`src/rtl/spi_regfile_sync_if.sv`:
```
// SPI pin bundle between an MCU master and the oversampled register-file slave.
// The slave runs entirely in its own system clock domain.
interface spi_regfile_sync_if;
    logic spi_clk;
    logic spi_cs;
    logic spi_mosi;
    logic spi_miso;

    modport master (output spi_clk, output spi_cs, output spi_mosi, input spi_miso);
    modport slave  (input spi_clk, input spi_cs, input spi_mosi, output spi_miso);
endinterface

```
`src/rtl/spi_regfile_sync.sv`:
```
// SPI mode-0 slave register file; all SPI pins are oversampled in the clk domain.
// Frame: HDR_W header bits (R/W flag + address), then DATA_W full-duplex data bits.
module spi_regfile_sync #(
    parameter int                     DATA_W   = 32,
    parameter int                     ADDR_W   = 7,
    parameter int                     NREG     = 16,
    parameter logic [NREG*DATA_W-1:0] INIT     = '0,
    parameter logic [NREG-1:0]        RO_MASK  = '0,
    parameter logic [31:0]            UNMAPPED = 32'h0F0F0F0F
) (
    input  logic                     clk,
    input  logic                     rst,
    spi_regfile_sync_if.slave        spi,
    output logic [NREG*DATA_W-1:0]   regs_out,
    input  logic [NREG*DATA_W-1:0]   status_in,
    output logic [NREG-1:0]          wr_strobe,
    output logic [NREG-1:0]          rd_strobe,
    output logic                     xfer_err
);
    localparam int               HDR_W     = ADDR_W + 1;
    localparam int               IDX_W     = (NREG > 1) ? $clog2(NREG) : 1;
    localparam logic [7:0]       HDR_LAST  = 8'(HDR_W - 1);
    localparam logic [7:0]       DATA_LAST = 8'(HDR_W + DATA_W - 1);
    localparam logic [DATA_W-1:0] UNMAP_V  = DATA_W'(UNMAPPED);

    typedef enum logic [1:0] {ST_IDLE, ST_HDR, ST_DATA, ST_DONE} state_t;

    state_t              state_r, state_next;
    logic [2:0]          sck_sync_r, cs_sync_r;
    logic [1:0]          mosi_sync_r;
    logic [7:0]          cnt_r;
    logic [HDR_W-2:0]    hdr_r;
    logic [DATA_W-2:0]   rx_r;
    logic [DATA_W-1:0]   tx_r;
    logic [ADDR_W-1:0]   addr_r;
    logic                rd_flag_r, mapped_r, miso_r, xfer_err_r, commit_r;
    logic [NREG-1:0]     wr_strobe_r, rd_strobe_r;
    logic [IDX_W-1:0]    commit_idx_r;
    logic [DATA_W-1:0]   commit_data_r;
    logic [DATA_W-1:0]   regs_r [NREG];

    logic                sck_rise_s, sck_fall_s, cs_rise_s, cs_fall_s;
    logic                hdr_done_s, data_done_s, abort_s, write_ok_s, hdr_mapped_s;
    logic [HDR_W-1:0]    hdr_next_s;
    logic [DATA_W-1:0]   rx_next_s, rd_value_s;
    logic [ADDR_W-1:0]   hdr_addr_s;
    logic [IDX_W-1:0]    addr_idx_s;

    function automatic logic [NREG-1:0] onehot(input logic [IDX_W-1:0] idx);
        onehot      = '0;
        onehot[idx] = 1'b1;
    endfunction

    assign sck_rise_s   = sck_sync_r[1] & ~sck_sync_r[2];
    assign sck_fall_s   = ~sck_sync_r[1] & sck_sync_r[2];
    assign cs_rise_s    = cs_sync_r[1] & ~cs_sync_r[2];
    assign cs_fall_s    = ~cs_sync_r[1] & cs_sync_r[2];
    assign hdr_next_s   = {hdr_r, mosi_sync_r[1]};
    assign rx_next_s    = {rx_r, mosi_sync_r[1]};
    assign hdr_addr_s   = hdr_next_s[ADDR_W-1:0];
    assign hdr_mapped_s = ({1'b0, hdr_addr_s} < (ADDR_W + 1)'(NREG));
    assign addr_idx_s   = IDX_W'(addr_r);
    assign write_ok_s   = data_done_s & ~rd_flag_r & mapped_r & ~RO_MASK[addr_idx_s];

    // Pin synchronisers. cs resets low so a frame already running at reset release
    // produces no falling event and is ignored until cs goes high again.
    always_ff @(posedge clk or posedge rst) begin
        if (rst) begin
            sck_sync_r  <= 3'b000;
            cs_sync_r   <= 3'b000;
            mosi_sync_r <= 2'b00;
        end else begin
            sck_sync_r  <= {sck_sync_r[1:0], spi.spi_clk};
            cs_sync_r   <= {cs_sync_r[1:0], spi.spi_cs};
            mosi_sync_r <= {mosi_sync_r[0], spi.spi_mosi};
        end
    end

    // Register read mux for the header-complete cycle; RO registers read status_in live.
    always_comb begin
        rd_value_s = UNMAP_V;
        for (int i = 0; i < NREG; i++) begin
            rd_value_s = (hdr_addr_s == ADDR_W'(i))
                       ? (RO_MASK[i] ? status_in[i*DATA_W +: DATA_W] : regs_r[i])
                       : rd_value_s;
        end
    end

    // Frame state register.
    always_ff @(posedge clk or posedge rst) begin
        if (rst) begin
            state_r <= ST_IDLE;
        end else begin
            state_r <= state_next;
        end
    end

    // Next-state logic; a final data bit coinciding with cs rising still commits.
    always_comb begin
        state_next  = state_r;
        hdr_done_s  = 1'b0;
        data_done_s = 1'b0;
        abort_s     = 1'b0;
        case (state_r)
            ST_IDLE: state_next = cs_fall_s ? ST_HDR : ST_IDLE;
            ST_HDR: begin
                hdr_done_s = sck_rise_s & ~cs_rise_s & (cnt_r == HDR_LAST);
                if (cs_rise_s) begin
                    abort_s    = (cnt_r != 8'd0);
                    state_next = ST_IDLE;
                end else if (hdr_done_s) begin
                    state_next = ST_DATA;
                end else begin
                    state_next = ST_HDR;
                end
            end
            ST_DATA: begin
                data_done_s = sck_rise_s & (cnt_r == DATA_LAST);
                if (data_done_s) begin
                    state_next = cs_rise_s ? ST_IDLE : ST_DONE;
                end else if (cs_rise_s) begin
                    abort_s    = 1'b1;
                    state_next = ST_IDLE;
                end else begin
                    state_next = ST_DATA;
                end
            end
            ST_DONE: state_next = cs_rise_s ? ST_IDLE : ST_DONE;
            default: state_next = ST_IDLE;
        endcase
    end

    // Shift/decode datapath, strobes and the one-cycle-delayed commit request.
    always_ff @(posedge clk or posedge rst) begin
        if (rst) begin
            cnt_r         <= 8'd0;
            hdr_r         <= '0;
            rx_r          <= '0;
            tx_r          <= '0;
            addr_r        <= '0;
            rd_flag_r     <= 1'b0;
            mapped_r      <= 1'b0;
            miso_r        <= 1'b0;
            wr_strobe_r   <= '0;
            rd_strobe_r   <= '0;
            xfer_err_r    <= 1'b0;
            commit_r      <= 1'b0;
            commit_idx_r  <= '0;
            commit_data_r <= '0;
        end else begin
            wr_strobe_r <= '0;
            rd_strobe_r <= '0;
            xfer_err_r  <= abort_s;
            commit_r    <= 1'b0;
            if (state_r == ST_IDLE) begin
                cnt_r <= 8'd0;
                hdr_r <= '0;
                rx_r  <= '0;
            end else if (sck_rise_s && state_r != ST_DONE) begin
                cnt_r <= (cnt_r == 8'hFF) ? cnt_r : cnt_r + 8'd1;
            end
            if (state_r == ST_HDR && sck_rise_s) begin
                hdr_r <= hdr_next_s[HDR_W-2:0];
            end
            if (state_r == ST_DATA && sck_rise_s) begin
                rx_r <= rx_next_s[DATA_W-2:0];
            end
            if (hdr_done_s) begin
                tx_r        <= rd_value_s;
                addr_r      <= hdr_addr_s;
                rd_flag_r   <= hdr_next_s[HDR_W-1];
                mapped_r    <= hdr_mapped_s;
                rd_strobe_r <= hdr_mapped_s ? onehot(IDX_W'(hdr_addr_s)) : '0;
            end else if (state_r == ST_DATA && sck_fall_s) begin
                tx_r <= {tx_r[DATA_W-2:0], 1'b0};
            end
            miso_r <= (state_r == ST_DATA && state_next == ST_DATA)
                    ? (sck_fall_s ? tx_r[DATA_W-1] : miso_r) : 1'b0;
            if (write_ok_s) begin
                wr_strobe_r   <= onehot(addr_idx_s);
                commit_r      <= 1'b1;
                commit_idx_r  <= addr_idx_s;
                commit_data_r <= rx_next_s;
            end
        end
    end

    // Register storage; the write lands the cycle after its wr_strobe.
    always_ff @(posedge clk or posedge rst) begin
        if (rst) begin
            for (int i = 0; i < NREG; i++) begin
                regs_r[i] <= INIT[i*DATA_W +: DATA_W];
            end
        end else if (commit_r) begin
            regs_r[commit_idx_r] <= commit_data_r;
        end
    end

    // Flatten register array onto the output bus.
    always_comb begin
        regs_out = '0;
        for (int i = 0; i < NREG; i++) begin
            regs_out[i*DATA_W +: DATA_W] = regs_r[i];
        end
    end

    assign spi.spi_miso = miso_r;
    assign wr_strobe    = wr_strobe_r;
    assign rd_strobe    = rd_strobe_r;
    assign xfer_err     = xfer_err_r;
endmodule

```
`src/flat_wrapper.sv`:
```
// flat-port wrapper written by rule: the top's interface ports become plain ports
module spi_regfile_sync_flat 
#(
    parameter int                     DATA_W   = 32,
    parameter int                     ADDR_W   = 7,
    parameter int                     NREG     = 16,
    parameter logic [NREG*DATA_W-1:0] INIT     = '0,
    parameter logic [NREG-1:0]        RO_MASK  = '0,
    parameter logic [31:0]            UNMAPPED = 32'h0F0F0F0F
)
  (clk, rst, regs_out, status_in, wr_strobe, rd_strobe, xfer_err, spi_spi_clk, spi_spi_cs, spi_spi_mosi, spi_spi_miso);
  spi_regfile_sync_if spi_i ();
  input  logic clk;
  input  logic rst;
  output logic [NREG*DATA_W-1:0] regs_out;
  input  logic [NREG*DATA_W-1:0] status_in;
  output logic [NREG-1:0] wr_strobe;
  output logic [NREG-1:0] rd_strobe;
  output logic xfer_err;
  input wire logic [$bits(spi_i.spi_clk)-1:0] spi_spi_clk;
  input wire logic [$bits(spi_i.spi_cs)-1:0] spi_spi_cs;
  input wire logic [$bits(spi_i.spi_mosi)-1:0] spi_spi_mosi;
  output wire logic [$bits(spi_i.spi_miso)-1:0] spi_spi_miso;
  assign spi_i.spi_clk = spi_spi_clk;
  assign spi_i.spi_cs = spi_spi_cs;
  assign spi_i.spi_mosi = spi_spi_mosi;
  assign spi_spi_miso = spi_i.spi_miso;
  spi_regfile_sync #(.DATA_W(DATA_W), .ADDR_W(ADDR_W), .NREG(NREG), .INIT(INIT), .RO_MASK(RO_MASK), .UNMAPPED(UNMAPPED)) u_core (.clk(clk), .rst(rst), .spi(spi_i), .regs_out(regs_out), .status_in(status_in), .wr_strobe(wr_strobe), .rd_strobe(rd_strobe), .xfer_err(xfer_err));
endmodule
```
`config.mk`:
```
export PLATFORM = sky130hd
export DESIGN_NAME = spi_regfile_sync_flat
export DESIGN_NICKNAME = d
export VERILOG_FILES = /design/src/rtl/spi_regfile_sync_if.sv /design/src/rtl/spi_regfile_sync.sv /design/src/flat_wrapper.sv
export SDC_FILE = /design/constraint.sdc
export NUM_CORES = 1
export LEC_CHECK = 0
export BUFFER_PORTS_ARGS = -buffer_cell sky130_fd_sc_hd__buf_4
export CAP_MARGIN = 25
export CORE_AREA = 2 2 419 421
export CTS_CLUSTER_SIZE = 40
export DETAILED_ROUTE_END_ITERATION = 10
export DIE_AREA = 0 0 421 423
export GPL_TIMING_DRIVEN = 0
export SLEW_MARGIN = 20
export SYNTH_ARGS = -nofsm -noshare
export SYNTH_HDL_FRONTEND = slang
export SYNTH_SLANG_ARGS = --single-unit
```
`constraint.sdc`:
```
create_clock -name clk -period 51.1 [get_ports clk]
set_input_delay 7.665 -clock clk [delete_from_list [all_inputs] [get_ports clk]]
set_output_delay 7.665 -clock clk [all_outputs]
set_load 0.05 [all_outputs]
```
==> key figures <==
Synthesis
  – Mapped Nets: slightly below 3000
  – Post-synthesis sequential area ratio: a little under three fifths
  – Seq cells post-synth: 677
  – Synth unique cells: 77
  – Most common cell in the synthesized netlist: dfrtp_1
  – Post-Syn Area: slightly above 30000 µm²
  – Top cell type's share of synthesized area: between 50% and 60%
  – Post-synthesis instance total: approximately 2400
  – Syn avg cell area: 12.6 µm²
  – Post-synth EDFFs: 0
  – Most instantiated cells after synthesis: 677 x dfrtp_1, 518 x mux2_2, 278 x nand2_1
  – YS warnings: 0
  – Fraction of registers with async set/reset: 100%
  – Synth area leader: dfrtp_1
  – Synth area leaders: dfrtp_1 56%, mux2_2 19%, mux4_2 4.2%, nand2_1 3.4%, mux2i_1 1.6%
  – Main synth FF type: dfrtp_1

Die
  – Initial Util: between 10% and 20%
  – IO Pins: ~1100
  – Die Y: around 420 µm
  – CORE AREA: 173000 µm²
  – Die width: between 400 and 500 µm
  – Cell row count: ~150
  – Die ar.: ~180000 µm²

Critical path
  – Critical path capture point type: output pin
  – Worst Path Required: 43430 ps
  – Setup crit start kind: flop
  – Worst-path cell chain: buf_4
  – CP max FO: 3
  – Delay of the slowest critical-path stage: between 500 and 600 ps
  – Crit path buffers/inverters: 1
  – Worst EP arrival: approximately 1500 ps
  – Slowest stage cell, crit path: dfrtp_1
  – Crit Path Category: flop to output pin
  – CP delay by family, top: flip-flops

Place
  – GPL Wtd Cong: around 0.97
  – Port Buffers: 550
  – DP HPWL: ~140 mm
  – Pre-CTS setup slack: a little over 40000 ps

Detailed routing
  – Wire per inst: 33.9 µm
  – Total number of vias: between 20000 and 30000
  – Drt initial violations: 3034
  – Routed Antenna Nets: 0
  – Residual DRC count: 20
  – DR pass1 iterations: 11
  – DRT Wirelength: approximately 190 mm
  – Via density: around 4.6

Timing
  – RSZ-0062 raised after global routing: no
  – Fmax: ~0.11 GHz
  – Worst setup slack after layout: between 40000 and 50000 ps
  – Final hold vios: 0
  – Final setup fails: 0
  – Worst-Margin Slew: 1230 ps
  – Final Cycle Share: around 18%
  – Post-route clock skew: around 36 ps
  – Slew Viols, Final: 0
  – Shortest period the worst path allows: between 9000 and 10000 ps
  – Setup TNS: 0 ps
  – Relative slew margins: 17.9%

Finish
  – Syn-to-layout area delta: 34.5%
  – Fin nets: ~3600
  – Share of cells above drive strength 1: between 40% and 50%

GRT
  – Vias in the first global route: between 20000 and 25000
  – Initial antenna violation count: 7
  – Largest net degree at the start of global routing: ~100
  – First-pass GRT wire length: around 240 mm
  – All-Layer GR Usage: 20.1%
  – Gr ovfl total: 0

Clocking
  – Postcts setup bufs: 0
  – Clk_lat worst skew: about 700 ps
  – H-tree Lvls: 3
  – CTS tree: yes
  – Hold-fix buffers, CTS: 0
  – # clock sinks: between 600 and 700
  – Reg clk slew, reported paths: approximately 60 ps
  – Number of clock buffers inserted by TritonCTS: 84
  – Deepest clock path buffer count: 3
  – Clock root buffer master: clkbuf_16
  – CTS resizes: 0

Status
  – Status: finished, violations left
  – Violated checks: DRC

Power and ir drop
  – Pwr Density: approximately 30 nW/µm²
  – Leakage: 0.0197 µW
  – Sequential Power Share: between 40% and 50%
  – Combinational Power Share: under 10%
  – Clock share of power: between 50% and 60%
  – Internal power: approximately 920 µW
  – Switch share: about a quarter
  – Worst VDD drop: between 0.00002 and 0.000025 V
  – Net switching power: just under 300 µW

Hold path
  – Hold Crit Class: flop to flop

Run
  – Max Cap Viol: 0
[worst paths after layout]
path	startpoint	to	slack, ps	cells after the start
min in group asynchronous	rst	u_core.rd_strobe[10]	7000	2
max	u_core.regs_out[158]	regs_out[158]	41900	1
max reg2reg	u_core.hdr_r[0]	u_core.tx_r[26]	46760	9
min	u_core.sck_sync_r[0]	u_core.sck_sync_r[1]	350	0
max in group asynchronous	rst	u_core.regs_out[142]	42140	5
min reg2reg	u_core.sck_sync_r[0]	u_core.sck_sync_r[1]	350	0
[through the flow]
stage          utilization, %  total power (µW)  cells  area [µm²]  hold slack (ps)
2_1_floorplan               -               565   2409       30400              331
3_3_place_gp             21.6               582   5284       37400              340
3_5_place_dp             21.9               583   5312       37900              343
4_1_cts                  23.5              1220   5461       40800              354
5_1_grt                  23.6              1250   5462       40800              359
6_report                 23.6              1220   5466       40800              353
[worst register-to-register path, stage by stage, from the launching register on]
cell and delay (ps):
dfrtp_1 320, buf_2 180, buf_2 600, buf_2 830, buf_2 670, nand3_1 820
o21ai_0 380, o21ai_0 120, o2111ai_1 130, a41oi_1 160
[placed cells by master, fill, tap and decap left out, drive strengths merged, types with 9 or more instances in the layout]
cell	netlist	layout
o211ai	12	12
a211oi	21	21
clkbuf	124	243
nor2b	16	16
mux2i	48	48
nand2b	13	13
clkinv	1	13
nor3	30	30
o221ai	12	12
nand3	15	15
mux4	56	56
a311oi	9	9
nor2	107	107
dfrtp	677	677
mux2	523	523
nand3b	45	45
a221oi	9	9
a31oi	15	15
buf	73	652
a22oi	13	13
inv	12	18
o22ai	11	11
o21ai	86	86
nand2	281	281
bufinv	0	9
a21oi	86	86
[per-layer routing]
layer  wire length, µm  share of wire (%)  vias to the layer above  GRT usage, %
met5                13             0.0070                        -             0
met4             18300                9.9                        2          16.3
met3             16700                9.0                      552          6.60
met2             88800                 48                     1516          33.6
met1             61300                 33                    13200          20.5
li1                  -                  -                    10000             -
[power groups by stage]
| stage | registers [µW] | logic [µW] | clock network [µW] |
|---|---|---|---|
| 2_1_floorplan | 547 | 17.8 | 0 |
| 3_3_place_gp | 548 | 33.8 | 0 |
| 3_5_place_dp | 547 | 36.2 | 0 |
| 4_1_cts | 537 | 36.3 | 649 |
| 5_1_grt | 537 | 38.2 | 671 |
| 6_report | 537 | 36.2 | 643 |
[layout make-up]
cell class / count / area (µm²)
fill: 18400 / 132000
multi-input combinational: 1522 / 12500
clock inverter: 30 / 447
inverter: 13 / 56.3
clock buffer: 119 / 2450
timing repair buffer: 579 / 4610
tap: 2325 / 2910
buffer: 197 / 860
antenna: 4 / 10.0
sequential: 677 / 16900
[sequential cells by signal (all words and copies together), names as in the netlist, 3 cells and up]
name / flops
u_core.addr_r: 4
u_core.cnt_r: 8
u_core.commit_data_r: 32
u_core.commit_idx_r: 4
u_core.cs_sync_r: 3
u_core.hdr_r: 7
u_core.rd_strobe: 16
u_core.regs_out: 512
u_core.rx_r: 31
u_core.sck_sync_r: 3
u_core.tx_r: 32
u_core.wr_strobe: 16
[kinds of logic after synthesis]
group           Yosys count  share of synthesized area (%)
fa+ha+maj                 6                          0.247
simple gates            553                           8.65
xor+xnor                  5                          0.144
flops                   677                           55.8
compound gates          331                           7.11
mux                     627                           25.1
buf+inv                 210                           2.90
(Power assumes the default switching activity.)
